--- config.mk ---
export PLATFORM = sky130hd
export DESIGN_NAME = ts_os_gen
export DESIGN_NICKNAME = d
export VERILOG_FILES = /design/src/rtl/ltssm_pkg.sv /design/src/rtl/ts_sym_build.sv /design/src/rtl/ts_os_gen.sv
export SDC_FILE = /design/constraint.sdc
export NUM_CORES = 1
export LEC_CHECK = 0
export BUFFER_PORTS_ARGS = -buffer_cell sky130_fd_sc_hd__buf_2
export CAP_MARGIN = 5
export CORE_MARGIN = 4
export CORE_UTILIZATION = 35
export DETAILED_ROUTE_END_ITERATION = 8
export GPL_ROUTABILITY_DRIVEN = 1
export SLEW_MARGIN = 20
export SYNTH_ARGS = -nofsm -noshare
export SYNTH_HDL_FRONTEND = slang
export SYNTH_SLANG_ARGS = --single-unit
--- constraint.sdc ---
create_clock -name clk -period 5.6 [get_ports clk]
set_input_delay 0.84 -clock clk [delete_from_list [all_inputs] [get_ports clk]]
set_output_delay 0.84 -clock clk [all_outputs]
set_load 0.01 [all_outputs]
--- src/rtl/ltssm_pkg.sv ---
// Shared LTSSM definitions for the training-sequence generator.
// Holds the 8b/10b symbol codes, the ordered-set width, the TS1/TS2 kind
// encoding, the generator state enum and the latched configuration record.
package ltssm_pkg;

  localparam logic [7:0] COM    = 8'hBC;  // K28.5 comma
  localparam logic [7:0] PADG12 = 8'hF7;  // K23.7 PAD
  localparam logic [7:0] D10_2  = 8'h4A;  // TS1 identifier
  localparam logic [7:0] D5_2   = 8'h45;  // TS2 identifier

  localparam int TS_W = 128;              // one ordered set = 16 symbols

  typedef enum logic {
    TS_KIND_TS1 = 1'b0,
    TS_KIND_TS2 = 1'b1
  } ts_kind_e;

  typedef enum logic [1:0] {
    ST_IDLE     = 2'd0,
    ST_SEND     = 2'd1,
    ST_STOPPING = 2'd2
  } ts_state_e;

  typedef struct packed {
    ts_kind_e   kind;
    logic       link_pad;
    logic [7:0] link_num;
    logic       lane_pad;
    logic [7:0] lane_base;
    logic [7:0] n_fts;
    logic [5:0] rate;
    logic [7:0] train_ctl;
  } ts_cfg_t;

  function automatic logic [7:0] ts_id_sym(input ts_kind_e kind);
    return (kind == TS_KIND_TS2) ? D5_2 : D10_2;
  endfunction

endpackage

--- src/rtl/ts_sym_build.sv ---
// Combinational builder for one TS1/TS2 ordered set.
// Ports:
//   cfg_i : latched generator configuration
//   set_o : 128-bit ordered set, symbol 0 (COM) in the MSBs, symbol 15 in the LSBs
// Parameter LANE selects the lane offset added to the configured lane base.
module ts_sym_build
  import ltssm_pkg::*;
#(
  parameter int LANE = 0
) (
  input  ts_cfg_t           cfg_i,
  output logic [TS_W-1:0]   set_o
);

  // Lane numbers wrap modulo 256.
  localparam logic [7:0] LANE_OFS = 8'(LANE % 256);

  logic [7:0] id_sym;
  logic [7:0] link_sym;
  logic [7:0] lane_sym;

  always_comb begin
    id_sym   = ts_id_sym(cfg_i.kind);
    link_sym = cfg_i.link_pad ? PADG12 : cfg_i.link_num;
    lane_sym = cfg_i.lane_pad ? PADG12 : (cfg_i.lane_base + LANE_OFS);
    set_o    = {COM, link_sym, lane_sym, cfg_i.n_fts, {2'b00, cfg_i.rate},
                cfg_i.train_ctl, {10{id_sym}}};
  end

endmodule

--- src/rtl/ts_os_gen.sv ---
// Training-sequence ordered-set generator feeding the TX TS FIFO.
// Latches a TS1/TS2 configuration on ts_start, streams one ordered set per
// lane per beat over ts_valid/tx_ready, and counts accepted beats against a
// programmable target.
// Ports:
//   clk, rst          : clock, asynchronous active-high reset
//   ts_start, ts_stop : (re)start with fresh config / stop after in-flight beat
//   cfg_*             : ordered-set fields and count target, sampled on ts_start
//   tx_ready          : downstream accepts the current beat
//   ts_valid, ts      : beat handshake and NUM_LANES x 128-bit ordered sets
//   ts_sent_cnt       : accepted beats since last start (saturating)
//   ts_sent_enough    : sticky, count has reached target
//   busy              : generator not idle
module ts_os_gen
  import ltssm_pkg::*;
#(
  parameter int NUM_LANES = 1,
  parameter int CNT_W     = 16
) (
  input  logic                      clk,
  input  logic                      rst,
  input  logic                      ts_start,
  input  logic                      ts_stop,
  input  logic                      cfg_ts2,
  input  logic                      cfg_link_pad,
  input  logic [7:0]                cfg_link_num,
  input  logic                      cfg_lane_pad,
  input  logic [7:0]                cfg_lane_base,
  input  logic [7:0]                cfg_n_fts,
  input  logic [5:0]                cfg_rate,
  input  logic [7:0]                cfg_train_ctl,
  input  logic [CNT_W-1:0]          cfg_target,
  input  logic                      tx_ready,
  output logic                      ts_valid,
  output logic [TS_W*NUM_LANES-1:0] ts,
  output logic [CNT_W-1:0]          ts_sent_cnt,
  output logic                      ts_sent_enough,
  output logic                      busy
);

  ts_state_e                 state_q, state_d;
  ts_cfg_t                   cfg_q;
  logic [CNT_W-1:0]          target_q;
  logic [CNT_W-1:0]          cnt_q, cnt_d;
  logic                      enough_q, enough_d;
  logic                      accept;
  logic [TS_W*NUM_LANES-1:0] sets;

  function automatic logic [CNT_W-1:0] sat_inc(input logic [CNT_W-1:0] v);
    return (&v) ? v : v + CNT_W'(1);
  endfunction

  // Configuration is data: captured on every start, no reset needed because
  // the output is gated by the state register.
  always_ff @(posedge clk) begin
    if (ts_start) begin
      cfg_q.kind      <= ts_kind_e'(cfg_ts2);
      cfg_q.link_pad  <= cfg_link_pad;
      cfg_q.link_num  <= cfg_link_num;
      cfg_q.lane_pad  <= cfg_lane_pad;
      cfg_q.lane_base <= cfg_lane_base;
      cfg_q.n_fts     <= cfg_n_fts;
      cfg_q.rate      <= cfg_rate;
      cfg_q.train_ctl <= cfg_train_ctl;
      target_q        <= cfg_target;
    end
  end

  for (genvar k = 0; k < NUM_LANES; k++) begin : g_lane
    ts_sym_build #(.LANE(k)) u_sym (
      .cfg_i (cfg_q),
      .set_o (sets[TS_W*k +: TS_W])
    );
  end

  always_comb begin
    state_d = state_q;
    case (state_q)
      ST_IDLE:     if (ts_start) state_d = ST_SEND;
      ST_SEND: begin
        if (ts_start)     state_d = ST_SEND;
        else if (ts_stop) state_d = tx_ready ? ST_IDLE : ST_STOPPING;
      end
      // Hold the pending beat until it is taken; a start restarts instead.
      ST_STOPPING: begin
        if (ts_start)      state_d = ST_SEND;
        else if (tx_ready) state_d = ST_IDLE;
      end
      default:     state_d = ST_IDLE;
    endcase
  end

  // A beat taken in the same cycle as a restart belongs to the old run and
  // is not counted against the new target.
  assign accept = ts_valid & tx_ready & ~ts_start;

  always_comb begin
    cnt_d    = cnt_q;
    enough_d = enough_q;
    if (ts_start) begin
      cnt_d    = '0;
      enough_d = (cfg_target == '0);
    end else if (accept) begin
      cnt_d    = sat_inc(cnt_q);
      enough_d = enough_q | (cnt_d >= target_q);
    end
  end

  always_ff @(posedge clk or posedge rst) begin
    if (rst) begin
      state_q  <= ST_IDLE;
      cnt_q    <= '0;
      enough_q <= 1'b0;
    end else begin
      state_q  <= state_d;
      cnt_q    <= cnt_d;
      enough_q <= enough_d;
    end
  end

  assign ts_valid       = (state_q != ST_IDLE);
  assign busy           = ts_valid;
  assign ts             = ts_valid ? sets : '0;
  assign ts_sent_cnt    = cnt_q;
  assign ts_sent_enough = enough_q;

endmodule

==> flow_summary_export.csv <==
group,metric,value,unit
worst_setup_path,r2r_slack,2200,ps
global_routing,grt_max_degree,47,
finish,synthToLayoutAreaGrowth,18.3,%
yosys,synthCells,417,
cts,clkLatencyLatePin,330,ps
yosys,ys.flop_type,"edfxtp_1",
routing,vias,3155,
sta,slew-limit-headroom,0.496,
yosys,synth-edff-count,57,
worst_hold_path,min_to,"state_q[0]",
cts,path_clk_slew,60,ps
worst_setup_path,worst-setup-path-type,"register to output pin",
sta,slew_violations,0,
worst_setup_path,cpMaxStageDelayCell,"nor2_2",
worst_hold_path,hold_depth,1,
routing,drtIter0Drc,175,
yosys,yosys_warnings,0,
floorplanning,die_x,120,um
routing,drc_errors,0,
worst_setup_path,path_cells,"nor2_2 -> inv_1 -> buf_4 -> and2_1 -> buf_2",
cts,hold_buffers,0,
sta,fmax,0.289,GHz
cts,cts.root.buffer_cell,"clkbuf_16",
worst_setup_path,required,4760,ps
floorplanning,io_pins,209,
yosys,async_reset_ff_frac,0.250,
worst_setup_path,rr_worst_depth,11,
floorplanning,num_rows,40,
cts,cts_buffers,9,
finish,fill_cells,1166,
cts,tritoncts,"done",
global_routing,overflow,0,
outcome,outcome,"finished clean",
worst_setup_path,cpPeakStageDelay,600,ps
pwr,p_per_area,291,nW/um^2
finish,multi_input_area,1530,um^2
yosys,syn_area_per_cell,10.5,um^2
sta,rsz0062_at_grt,"no",
finish,antenna_cells,0,
pwr,vdd_drop_max,241,uV
worst_setup_path,crit_family,"simple AND/OR/NAND/NOR gates",
worst_setup_path,end_kind,"output pin",
place,place.gp.congestion,0.826,
sta,tns,0,ps
floorplanning,design.core.area,12200,um^2
run,max-cap-violations,0,
worst_setup_path,crit_fanout,28,
yosys,synth_top_area_frac,0.390,
floorplanning,die_h,120,um
global_routing,grt_pass1_wl,15.2,mm
worst_setup_path,crit_arrival,2620,ps
place,portBuffers,173,
yosys,syn_area,4390,um^2
yosys,ys_seq_area_frac,0.498,
sta,timing.hold.ws,535,ps
cts,cts.sinks,76,
cts,cts_buffer_depth,2,
routing,drt_pass1_iterations,4,
yosys,synth_top_area_cell,"edfxtp_1",
finish,nets,614,
cts,htreeDepth,3,
yosys,synth_seq_cells,76,
sta,setup_viol,0,
pwr,power_leakage,2.49,nW
worst_setup_path,rr_endpoint,"ts_sent_enough",
routing,avgViaCountPerCell,4.46,
floorplanning,dieArea,14400,um^2
cts,post_cts_buffers,0,
finish,layout_common_cells,"buf_2 (173), edfxtp_1 (57), nor2_1 (51)",
global_routing,track_usage,0.135,
sta,final_hold_viol_count,0,
sta,period_share,0.618,
routing,routed_wl,9.86,mm
sta,skew,5.32,ps
worst_setup_path,reg2reg_from,"ts_sent_cnt[0]",
sta,tightest_slew,755,ps
worst_setup_path,critical_path_buf_inv_count,3,
finish,final_common_cell,"buf_2",
finish,regArea,2190,um^2
place,dp_hpwl,7.50,mm
cts,post_cts_resized,0,
floorplanning,initial_core_util,0.361,
worst_hold_path,min_path_type,"register to register",
worst_hold_path,hp-start,"state_q[1]",
yosys,synth_cell_types,48,
sta,final.min_clock_period,3460,ps
global_routing,grt_pass1_vias,2922,
routing,ant_nets,0,
worst_setup_path,critPathLaunchType,"register",
yosys,synthTopCellsByArea,"edfxtp_1 (39%), buf_4 (16%), dfrtp_1 (11%)",
global_routing,antenna_found_initial,0,
finish,layout-drive-gt1-share,0.369,
routing,wl_per_cell,13.9,um
-- flip-flops by register name (all words and copies together), names as in the netlist --
signal / flops
cfg_q: 41
target_q: 16
ts_sent_cnt: 16
state_q: 2
ts_sent_enough: 1
-- power by group --
group / switching [mW] / internal (mW)
Clock: 0.219 / 0.403
Sequential: 0.0137 / 0.647
Combinational: 0.138 / 0.0893
Total: 0.371 / 1.14
-- how the worst max path moves through the flow --
stage / slack, ps / endpoint / start / depth (start not counted)
after floorplan: 2660 / ts_sent_enough / ts_sent_cnt[0] / 12
after global placement: 2480 / ts_sent_enough / ts_sent_cnt[0] / 11
after detailed placement: 2320 / ts_sent_enough / ts_sent_cnt[0] / 11
after CTS: 2070 / ts[48] / state_q[0] / 5
after global routing: 1830 / ts[64] / state_q[0] / 5
final: 2140 / ts[56] / state_q[0] / 5
-- synthesized netlist by cell type (2+ instances only) --
master	number
and3_1	5
a211oi_1	7
or3_1	2
edfxtp_1	57
or4_1	2
dfrtp_1	19
xor2_1	7
nor3_1	8
inv_1	19
o21ai_0	5
nand2b_1	2
o211ai_1	2
a21o_1	2
nor3b_1	2
buf_2	3
and2_1	25
nand3_1	10
xnor2_1	12
nor4_1	5
nand4_1	4
mux2i_1	2
nand2_1	15
clkbuf_1	7
a31oi_1	3
ha_1	17
buf_4	91
a21oi_1	10
nor2_1	52
nor3_2	2
mux2_2	2
-- routing by layer --
metal / GRT usage / vias up / part of all wire
li1: - / 1543 / -
met1: 0.160 / 1452 / 0.40
met2: 0.235 / 152 / 0.51
met3: 0.0287 / 8 / 0.074
met4: 0.0587 / 0 / 0.013
met5: 0 / - / 0
-- kinds of logic (layout without fill, tap and decap cells) --
logic type | count (synthesis) | in the layout | synth area share
and+or+nand+nor | 143 | 143 | 0.169
buffers and inverters | 121 | 210 | 0.184
DFF | 76 | 76 | 0.498
AOI/OAI and AO/OA | 36 | 36 | 0.0530
xor gates and xnor gates | 19 | 19 | 0.0379
adders and majority gates | 17 | 17 | 0.0484
muxes | 4 | 4 | 0.00968
other | 1 | 35 | 0.000854
-- area by class of cell --
cell class | count | share of cell area
clock inverters | 4 | 0.0142
flip-flops and latches | 76 | 0.421
repair buffers | 175 | 0.169
well taps | 168 | 0.0404
multi-input cells | 254 | 0.294
clock buffers | 12 | 0.0474
inverters | 19 | 0.0137
-- through the flow --
step,utilization,power (mW),std cells,setup slack (ps),instance area (um^2)
global route,0.427,1.58,708,1830,5200
floorplan,-,0.856,451,2660,4520
global placement,0.401,0.900,692,2480,4880
CTS,0.427,1.53,708,2070,5200
finish,0.427,1.51,708,2140,5200
detailed placement,0.401,0.903,692,2320,4880
Note: power is estimated with default switching activity, not from simulation.
